<file path="config.mk">
export PLATFORM = sky130hd
export DESIGN_NAME = punt_tmr
export DESIGN_NICKNAME = d
export VERILOG_FILES = /design/src/rtl/punt_tmr_pkg.sv /design/src/rtl/punt_tmr_tick_gen.sv /design/src/rtl/punt_tmr.sv
export SDC_FILE = /design/constraint.sdc
export NUM_CORES = 1
export LEC_CHECK = 0
export CAP_MARGIN = 10
export CORE_MARGIN = 5
export CORE_UTILIZATION = 60
export DETAILED_ROUTE_END_ITERATION = 10
export DONT_BUFFER_PORTS = 1
export GPL_TIMING_DRIVEN = 0
export PLACE_DENSITY = 0.86
export SYNTH_ARGS = -nofsm -noshare
export SYNTH_HDL_FRONTEND = slang
export SYNTH_HIERARCHICAL = 1
export SYNTH_SLANG_ARGS = --single-unit
</file>
<file path="constraint.sdc">
create_clock -name clk -period 3.4 [get_ports clk]
set_clock_uncertainty 0.2 [all_clocks]
set_input_delay 1.02 -clock clk [delete_from_list [all_inputs] [get_ports clk]]
set_output_delay 1.02 -clock clk [all_outputs]
set_load 0.005 [all_outputs]
</file>
<file path="src/rtl/punt_tmr_pkg.sv">
// Shared game definitions: message codes and default widths for the timer and ranking stages.
// No logic here; no latency or backpressure.
package punt_tmr_pkg;

    localparam int MENS_BITS_DEF = 4;
    localparam int PUN_BITS_DEF  = 7;

    typedef enum logic [3:0] {
        MSG_IDLE = 4'b0000,
        MSG_ARM  = 4'b0010,
        MSG_RUN  = 4'b0100,
        MSG_PUN  = 4'b1000
    } msg_e;

endpackage

</file>
<file path="src/rtl/punt_tmr_tick_gen.sv">
// Prescaler: one-cycle tick every DIV cycles, restarted by clr. Tick is a compare on the count register.
// No backpressure; clr wins over counting.
module tick_gen #(
    parameter int DIV = 50000
) (
    input  logic clk,
    input  logic rst,
    input  logic clr,
    output logic tick
);

    localparam int CW = (DIV > 1) ? $clog2(DIV) : 1;

    logic [CW-1:0] cnt_q;
    logic [CW-1:0] cnt_d;

    assign tick = (cnt_q == CW'(DIV - 1));

    always_comb begin
        cnt_d = cnt_q + CW'(1);
        if (clr || tick) begin
            cnt_d = '0;
        end
    end

    always_ff @(posedge clk or posedge rst) begin
        if (rst) begin
            cnt_q <= '0;
        end else begin
            cnt_q <= cnt_d;
        end
    end

endmodule

</file>
<file path="src/rtl/punt_tmr.sv">
// Reaction timer: arming delay, then scores the stop response in prescaled units.
// Outputs registered, one cycle after the deciding edge; no backpressure, stop/start are levels.
module punt_tmr
    import punt_tmr_pkg::*;
#(
    parameter int MENS_BITS = MENS_BITS_DEF,
    parameter int PUN_BITS  = PUN_BITS_DEF,
    parameter int DIV       = 50000,
    parameter int ARM_UNITS = 100
) (
    input  logic                 clk,
    input  logic                 rst,
    input  logic                 start,
    input  logic                 stop,
    output logic [MENS_BITS-1:0] data,
    output logic [PUN_BITS-1:0]  pun,
    output logic                 busy
);

    localparam int PUN_TOP = (1 << PUN_BITS) - 1;
    localparam int ARM_W   = $clog2(ARM_UNITS + 1);
    localparam int CNT_W   = (PUN_BITS > ARM_W) ? PUN_BITS : ARM_W;

    typedef enum logic [1:0] {
        S_IDLE,
        S_ARM,
        S_RUN,
        S_DONE
    } state_e;

    state_e                state_q, state_d;
    logic [CNT_W-1:0]      cnt_q, cnt_d;
    logic [PUN_BITS-1:0]   pun_q, pun_d;
    logic [MENS_BITS-1:0]  data_q, data_d;
    logic                  busy_q, busy_d;
    logic                  tick;
    logic                  clr;

    tick_gen #(
        .DIV (DIV)
    ) u_tick_gen (
        .clk  (clk),
        .rst  (rst),
        .clr  (clr),
        .tick (tick)
    );

    always_comb begin
        state_d = state_q;
        cnt_d   = cnt_q;
        pun_d   = pun_q;
        unique case (state_q)
            S_IDLE: begin
                if (start) state_d = S_ARM;
            end
            // A false start outranks the final arming tick.
            S_ARM: begin
                if (stop) begin
                    state_d = S_DONE;
                    pun_d   = PUN_BITS'(PUN_TOP);
                end else if (tick) begin
                    if (cnt_q == CNT_W'(ARM_UNITS - 1)) state_d = S_RUN;
                    else                                cnt_d   = cnt_q + CNT_W'(1);
                end
            end
            S_RUN: begin
                if (stop) begin
                    state_d = S_DONE;
                    pun_d   = PUN_BITS'(cnt_q);
                end else if (tick) begin
                    if (cnt_q == CNT_W'(PUN_TOP - 1)) begin
                        state_d = S_DONE;
                        pun_d   = PUN_BITS'(PUN_TOP);
                    end else begin
                        cnt_d = cnt_q + CNT_W'(1);
                    end
                end
            end
            S_DONE: begin
                if (start) state_d = S_ARM;
            end
            default: state_d = S_IDLE;
        endcase

        if (state_d != state_q) cnt_d = '0;

        // Prescaler restarts on every entry and idles outside the timed states.
        clr = (state_d != state_q) || !((state_q == S_ARM) || (state_q == S_RUN));

        data_d = MENS_BITS'(MSG_IDLE);
        unique case (state_d)
            S_ARM:   data_d = MENS_BITS'(MSG_ARM);
            S_RUN:   data_d = MENS_BITS'(MSG_RUN);
            S_DONE:  data_d = MENS_BITS'(MSG_PUN);
            default: data_d = MENS_BITS'(MSG_IDLE);
        endcase
        busy_d = (state_d == S_ARM) || (state_d == S_RUN);
    end

    always_ff @(posedge clk or posedge rst) begin
        if (rst) begin
            state_q <= S_IDLE;
            cnt_q   <= '0;
            pun_q   <= '0;
            data_q  <= '0;
            busy_q  <= 1'b0;
        end else begin
            state_q <= state_d;
            cnt_q   <= cnt_d;
            pun_q   <= pun_d;
            data_q  <= data_d;
            busy_q  <= busy_d;
        end
    end

    assign data = data_q;
    assign pun  = pun_q;
    assign busy = busy_q;

endmodule

</file>
Yosys cells after proc, flatten, opt, wreduce, memory -nomap -nowiden
Index checks and enable logic that the tools add are counted.

Reductions and logical operators: 11. Mux-type cells: 23. Eq/ne operators: 19. Add/sub/neg operators: 2.

Operator list (count): 7-bit two-way mux (11); 7-bit one-hot mux with 2 select lines (2); 16-bit by 1-bit adder with 16-bit output (second input constant) (1); 16-bit equality test (second input constant) (1); 16-bit two-way mux (1); 3-bit inequality test (second input constant) (5); 7-bit equality test (second input constant) (2); 2-bit two-way mux (7); 4-bit one-hot mux with 3 select lines (1); 3-bit by 2-bit inequality test with 1-bit output (second input constant) (3); 2-bit equality test (second input constant) (4); 7-bit by 1-bit adder with 7-bit output (second input constant) (1); 7-bit AND reduction (1); 2-bit one-hot mux with 3 select lines (1); 2-bit by 1-bit equality test with 1-bit output (second input constant) (2); 1-bit logical OR (4); 4-bit AND reduction (1); 3-bit nonzero test (1); 2-bit logical NOT (1); 2-bit inequality test (1); 2-bit inequality test (second input constant) (1); 2-bit nonzero test (1); 2-bit OR reduction (1); 1-bit logical NOT (1).

Logic and storage cells: 61. Output and inout port bits: 12. Register bits: 37. Input bits: 4.

Logic depth before layout (Yosys ltp)
Depth after elaboration: 9. Gate-level depth with buffers: 12. Mapped depth without buffers: 10.

By module
Netlist, hierarchy kept.

By module, submodules not included: punt_tmr (area an instance 1084.8 µm², cells an instance 104, seq. area each 500.5 µm², times used 1); tick_gen (area an instance 862.1 µm², cells an instance 83, seq. area each 400.4 µm², times used 1).

Worst setup path before layout
Ideal clock, no wire load.

Kind: in2reg. Start: input port stop. End: register u_tick_gen.cnt_q[12]. Path buffers: 3. Slack: 0.559 ns. Required time: 3.131 ns. Cell stages on the path: 8. Library setup time: 0.069 ns. Data arrival time: 2.571 ns. Cells stage by stage: clkbuf_2 -> a21oi_1 -> o32ai_4 -> or3_1 -> or2_1 -> buf_6 -> buf_12 -> nor2_2.

Cells in the longest elaborated chain, start to end: 6. Elaborated cells between the ends (all ways): 7. Those cells by class: eq/ne: 1; mux: 4; reduce/logical: 2.

RTL lines: start: declaration (RTL line punt_tmr.sv:14) `input logic stop,`; 2-bit two-way mux, on equally long branches (RTL line punt_tmr.sv:67, punt_tmr.sv:58); 2-bit one-hot mux with 3 select lines * (RTL line punt_tmr.sv:52) `unique case (state_q)`; 2-bit inequality test * (RTL line punt_tmr.sv:88) `clr = (state_d != state_q) || !((state_q == S_ARM) || (state_q == S_RUN));`; 1-bit logical OR * (RTL line punt_tmr.sv:88); via clr (RTL line punt_tmr.sv:37) `logic clr;`; 1-bit logical OR * (RTL line punt_tmr_tick_gen.sv:21) `if (clr || tick) begin`; 16-bit two-way mux * (RTL line punt_tmr_tick_gen.sv:21); via u_tick_gen.cnt_d[12] (RTL line punt_tmr_tick_gen.sv:15) `logic [CW-1:0] cnt_d;`; end signal: assignment (RTL line punt_tmr_tick_gen.sv:30) `cnt_q <= cnt_d;`; end: declaration (RTL line punt_tmr_tick_gen.sv:14) `logic [CW-1:0] cnt_q;`.

The timed path passes the listed nets; every way through them passes the cells marked *. A chain may end at the register's enable or synchronous reset.

Worst setup path after layout
Start: register u_tick_gen.cnt_q[0]. End: register u_tick_gen.cnt_q[12].

Cells in the longest elaborated chain, start to end: 8. Elaborated cells between the ends (all ways): 11. Those cells by class: add/sub: 1; eq/ne: 2; mux: 6; reduce/logical: 2.

RTL lines: 16-bit equality test * (RTL line punt_tmr_tick_gen.sv:17) `assign tick = (cnt_q == CW'(DIV - 1));`; via tick (RTL line punt_tmr.sv:36) `logic tick;`; 2-bit two-way mux, on equally long branches (RTL line punt_tmr.sv:70, punt_tmr.sv:61); 2-bit two-way mux, on equally long branches (RTL line punt_tmr.sv:67, punt_tmr.sv:58); 2-bit one-hot mux with 3 select lines * (RTL line punt_tmr.sv:52); 2-bit inequality test * (RTL line punt_tmr.sv:88); 1-bit logical OR * (RTL line punt_tmr.sv:88); via clr (RTL line punt_tmr.sv:37); 1-bit logical OR * (RTL line punt_tmr_tick_gen.sv:21); 16-bit two-way mux * (RTL line punt_tmr_tick_gen.sv:21); via u_tick_gen.cnt_d[12] (RTL line punt_tmr_tick_gen.sv:15).

Marks and branches as above.

==> out/qor_table.md <==
| Parameter | Reported | Unit |
|---|---|---|
| Status | completed | - |
| Utilization after layout | 0.672 | - |
| Clock Sink Count | 36 | - |
| Post-route ant nets | 0 | - |
| Fmax achieved | 329 | MHz |
| Post-CTS setup buffers | 0 | - |
| Via total after detailed routing | 1395 | - |
| First-pass detailed-route iteration total | 4 | - |
| Global router's overall resource usage | 0.193 | - |
| Mapped Area | 1950 | um^2 |
| Total Routed Length | 3.75 | mm |
| Count of antenna diodes in the layout | 0 | - |
| Iteration-0 DRC Markers | 91 | - |
| Number of fill cells in the layout | 253 | - |
| Synthesis Warnings | 6 | - |
| DP HPWL | 2.76 | mm |
| Site Rows | 20 | - |
| Slowest stage cell on the critical path | sky130_fd_sc_hd__dfrtp_1 | - |
| Crit Path Class | register to register | - |
| Total of max-cap violations | 0 | - |
| Gates resized, CTS repair | 0 | - |
| Async SR Flop Fraction | 1.00 | - |
| Die width | 67.0 | um |
| Leftover overflow at the end of global routing | 0 | - |
| Wire length of the first global-routing pass | 6.45 | mm |
| Number of enable flip-flop cells after synthesis | 0 | - |
| LEAKAGE | 0.806 | nW |
| Final setup violating endpoints | 0 | - |
| Seq cells post-synth | 36 | - |
| Pins over their slew limit | 0 | - |
| Number of different library cells in the post-synthesis netlist | 42 | - |
| Worst max-slew margin expressed relative to the limit | 0.493 | - |
| Register cell area after layout | 901 | um^2 |
| Min-delay worst type | register to register | - |
| Fin nets | 206 | - |
| Synth Instances | 187 | - |
| Die H | 67.0 | um |
| Worst Hold Launch | u_tick_gen/cnt_q[0] | - |
| Pin count of the biggest net entering global routing | 21 | - |
| Total clock buffers created by CTS | 5 | - |
| I/O Pins | 16 | - |
| Routed length per placed instance | 15.8 | um |
| Die area | 4480 | um^2 |
| Via-per-instance ratio | 5.86 | - |
| Post-placement cell area | 2000 | um^2 |
| Layout-stage area growth over the synthesis result | 6.17 | % |
| Hold Worst Slack | 0.302 | ns |
| Initial core utilization | 0.633 | - |
| Number of DRC violations after detailed routing | 0 | - |
| Via count of the first global-routing pass | 1402 | - |
| Worst flop-to-flop path startpoint | u_tick_gen/cnt_q[0] | - |
| Origin of the worst setup path | u_tick_gen/cnt_q[0] | - |
| Worst-path fanout max | 10 | - |
| TritonCTS clock tree | built | - |
| Slowest stage delay, CP | 0.43 | ns |
| Sequential-to-total area share from yosys stat | 0.463 | - |
| Area occupied by multi-input gates | 937 | um^2 |
| Worst Tran Pin Value | 0.759 | ns |
| Share of the cycle needed by the critical path after routing | 0.895 | - |
| Setup Slack @ Placement | 0.387 | ns |
| Power per cell area | 654 | nW/um^2 |
| Setup repair after global routing missed its margin | no | - |
| Std-Cell Core Area | 3080 | um^2 |
| Quantity of hold-fixing buffers added after cts | 0 | - |
| Clock Latency Late Sink | 0.33 | ns |
| Final Critical Period | 3.04 | ns |
| Post-route design area | 2070 | um^2 |
| H-Tree Depth | 2 | - |
| Master cell of the clock root buffer | sky130_fd_sc_hd__clkbuf_4 | - |
| Largest voltage drop on the vdd net | 0.000346 | V |
| Share of final-layout standard cells stronger than drive strength 1 | 0.170 | - |
| Nets in the synthesized netlist | 199 | - |
| Maximum root-to-sink buffer count | 2 | - |
| Leading register cell type out of synthesis | sky130_fd_sc_hd__dfrtp_1 | - |
| Antenna violations before repair | 0 | - |
| Number of input and output port buffers inserted | 0 | - |
| Final weighted congestion in routability-driven placement | 0.895 | - |
| Clock edge transition at the registers on the reported setup and hold paths | 0.10 | ns |
| Crit path DAT | 3.11 | ns |
| Final-report hold violation count | 0 | - |
| Total Negative Setup Slacks | 0 | ns |
| Setup crit end kind | register | - |
| Startpoint Class | register | - |
| Syn Area/Cell | 10.4 | um^2 |
| List of cells traversed by the critical path | ha_1 -> and3_1 -> and4_4 -> inv_1 -> nor3_1 -> a21oi_1 -> o32ai_4 -> or3_1 -> or2_1 -> buf_6 -> buf_12 -> nor2_2 | - |
| Data required time of the worst path | 3.47 | ns |
| Fin worst setup slack | 0.356 | ns |
cells in the final DEF (no fill, tap or decap), drive strengths merged, types with 2 or more instances in the layout:
master	instances
and4	2
nor3	16
nand4	5
nor4	5
xor2	2
clkbuf	8
o22a	7
nor4bb	2
nor4b	2
o21ai	5
nand2	11
inv	13
nor2	23
buf	5
ha	8
xnor2	17
nand3	9
dfrtp	36
cell type report:
cell class	count	share of cell area
plain buffers	6	0.0291
clock buffers	7	0.0315
inverters	13	0.0236
multi-input cells	132	0.453
flip-flops and latches	36	0.436
well taps	44	0.0266
synth_stat cells (all sizes together) (2+ instances only):
cell	instances	share of area
o22a	7	0.031
and4	2	0.012
nand3	9	0.026
nor3	16	0.046
nand2	11	0.021
inv	13	0.025
nand4	5	0.016
nor2	23	0.058
ha	8	0.051
buf	5	0.028
dfrtp	36	0.46
nor4	5	0.016
nor4b	2	0.015
nor4bb	2	0.010
o21ai	5	0.013
xnor2	17	0.076
xor2	2	0.0090
registers in the layout (all words and copies together) (netlist names):
name	cells
busy	1
cnt_q	7
data	3
u_tick_gen/cnt_q	16
pun	7
state_q	2
per-stage QoR:
| stage | total power, mW | std cells |
|---|---|---|
| 6_report | 1.35 | 238 |
| 4_1_cts | 1.36 | 238 |
| 3_5_place_dp | 1.11 | 231 |
| 2_1_floorplan | 0.998 | 187 |
| 5_1_grt | 1.45 | 238 |
| 3_3_place_gp | 1.10 | 231 |
logic make-up after synthesis:
logic type,share of synthesized area
other,0.00193
DFF,0.463
xor gates and xnor gates,0.0855
and+or+nand+nor,0.245
adders and majority gates,0.0514
AOI/OAI and AO/OA,0.0977
buffers and inverters,0.0559
worst max-delay path, delay by kind of cell, from the launching register on:
| family | cells | cell delay (ns) |
|---|---|---|
| adders and majority gates | 1 | 0.25 |
| AOI/OAI and AO/OA | 2 | 0.53 |
| and+or+nand+nor | 6 | 1.25 |
| buffers and inverters | 3 | 0.33 |
| DFF | 1 | 0.43 |
metal layers:
| layer | global-route usage | wire length, um | vias up |
|---|---|---|---|
| li1 | - | - | 676 |
| met3 | 0.0556 | 236 | 6 |
| met1 | 0.237 | 1570 | 673 |
| met5 | 0 | 0 | - |
| met2 | 0.321 | 1900 | 40 |
| met4 | 0.0658 | 45 | 0 |
final timing paths:
| path | end | slack, ns | cells after the start |
|---|---|---|---|
| min in group asynchronous | u_tick_gen/cnt_q[5] | 0.44 | 1 |
| min | u_tick_gen/cnt_q[0] | 0.30 | 1 |
| min reg2reg | u_tick_gen/cnt_q[0] | 0.30 | 1 |
| max reg2reg | u_tick_gen/cnt_q[12] | 0.36 | 12 |
| max in group asynchronous | cnt_q[3] | 2.02 | 1 |
| max | u_tick_gen/cnt_q[12] | 0.36 | 12 |
report_power, final:
group / internal [mW] / switching [mW]
registers: 0.507 / 0.0682
clock network: 0.117 / 0.133
logic: 0.214 / 0.313
Power figures use the tool's default switching activity.
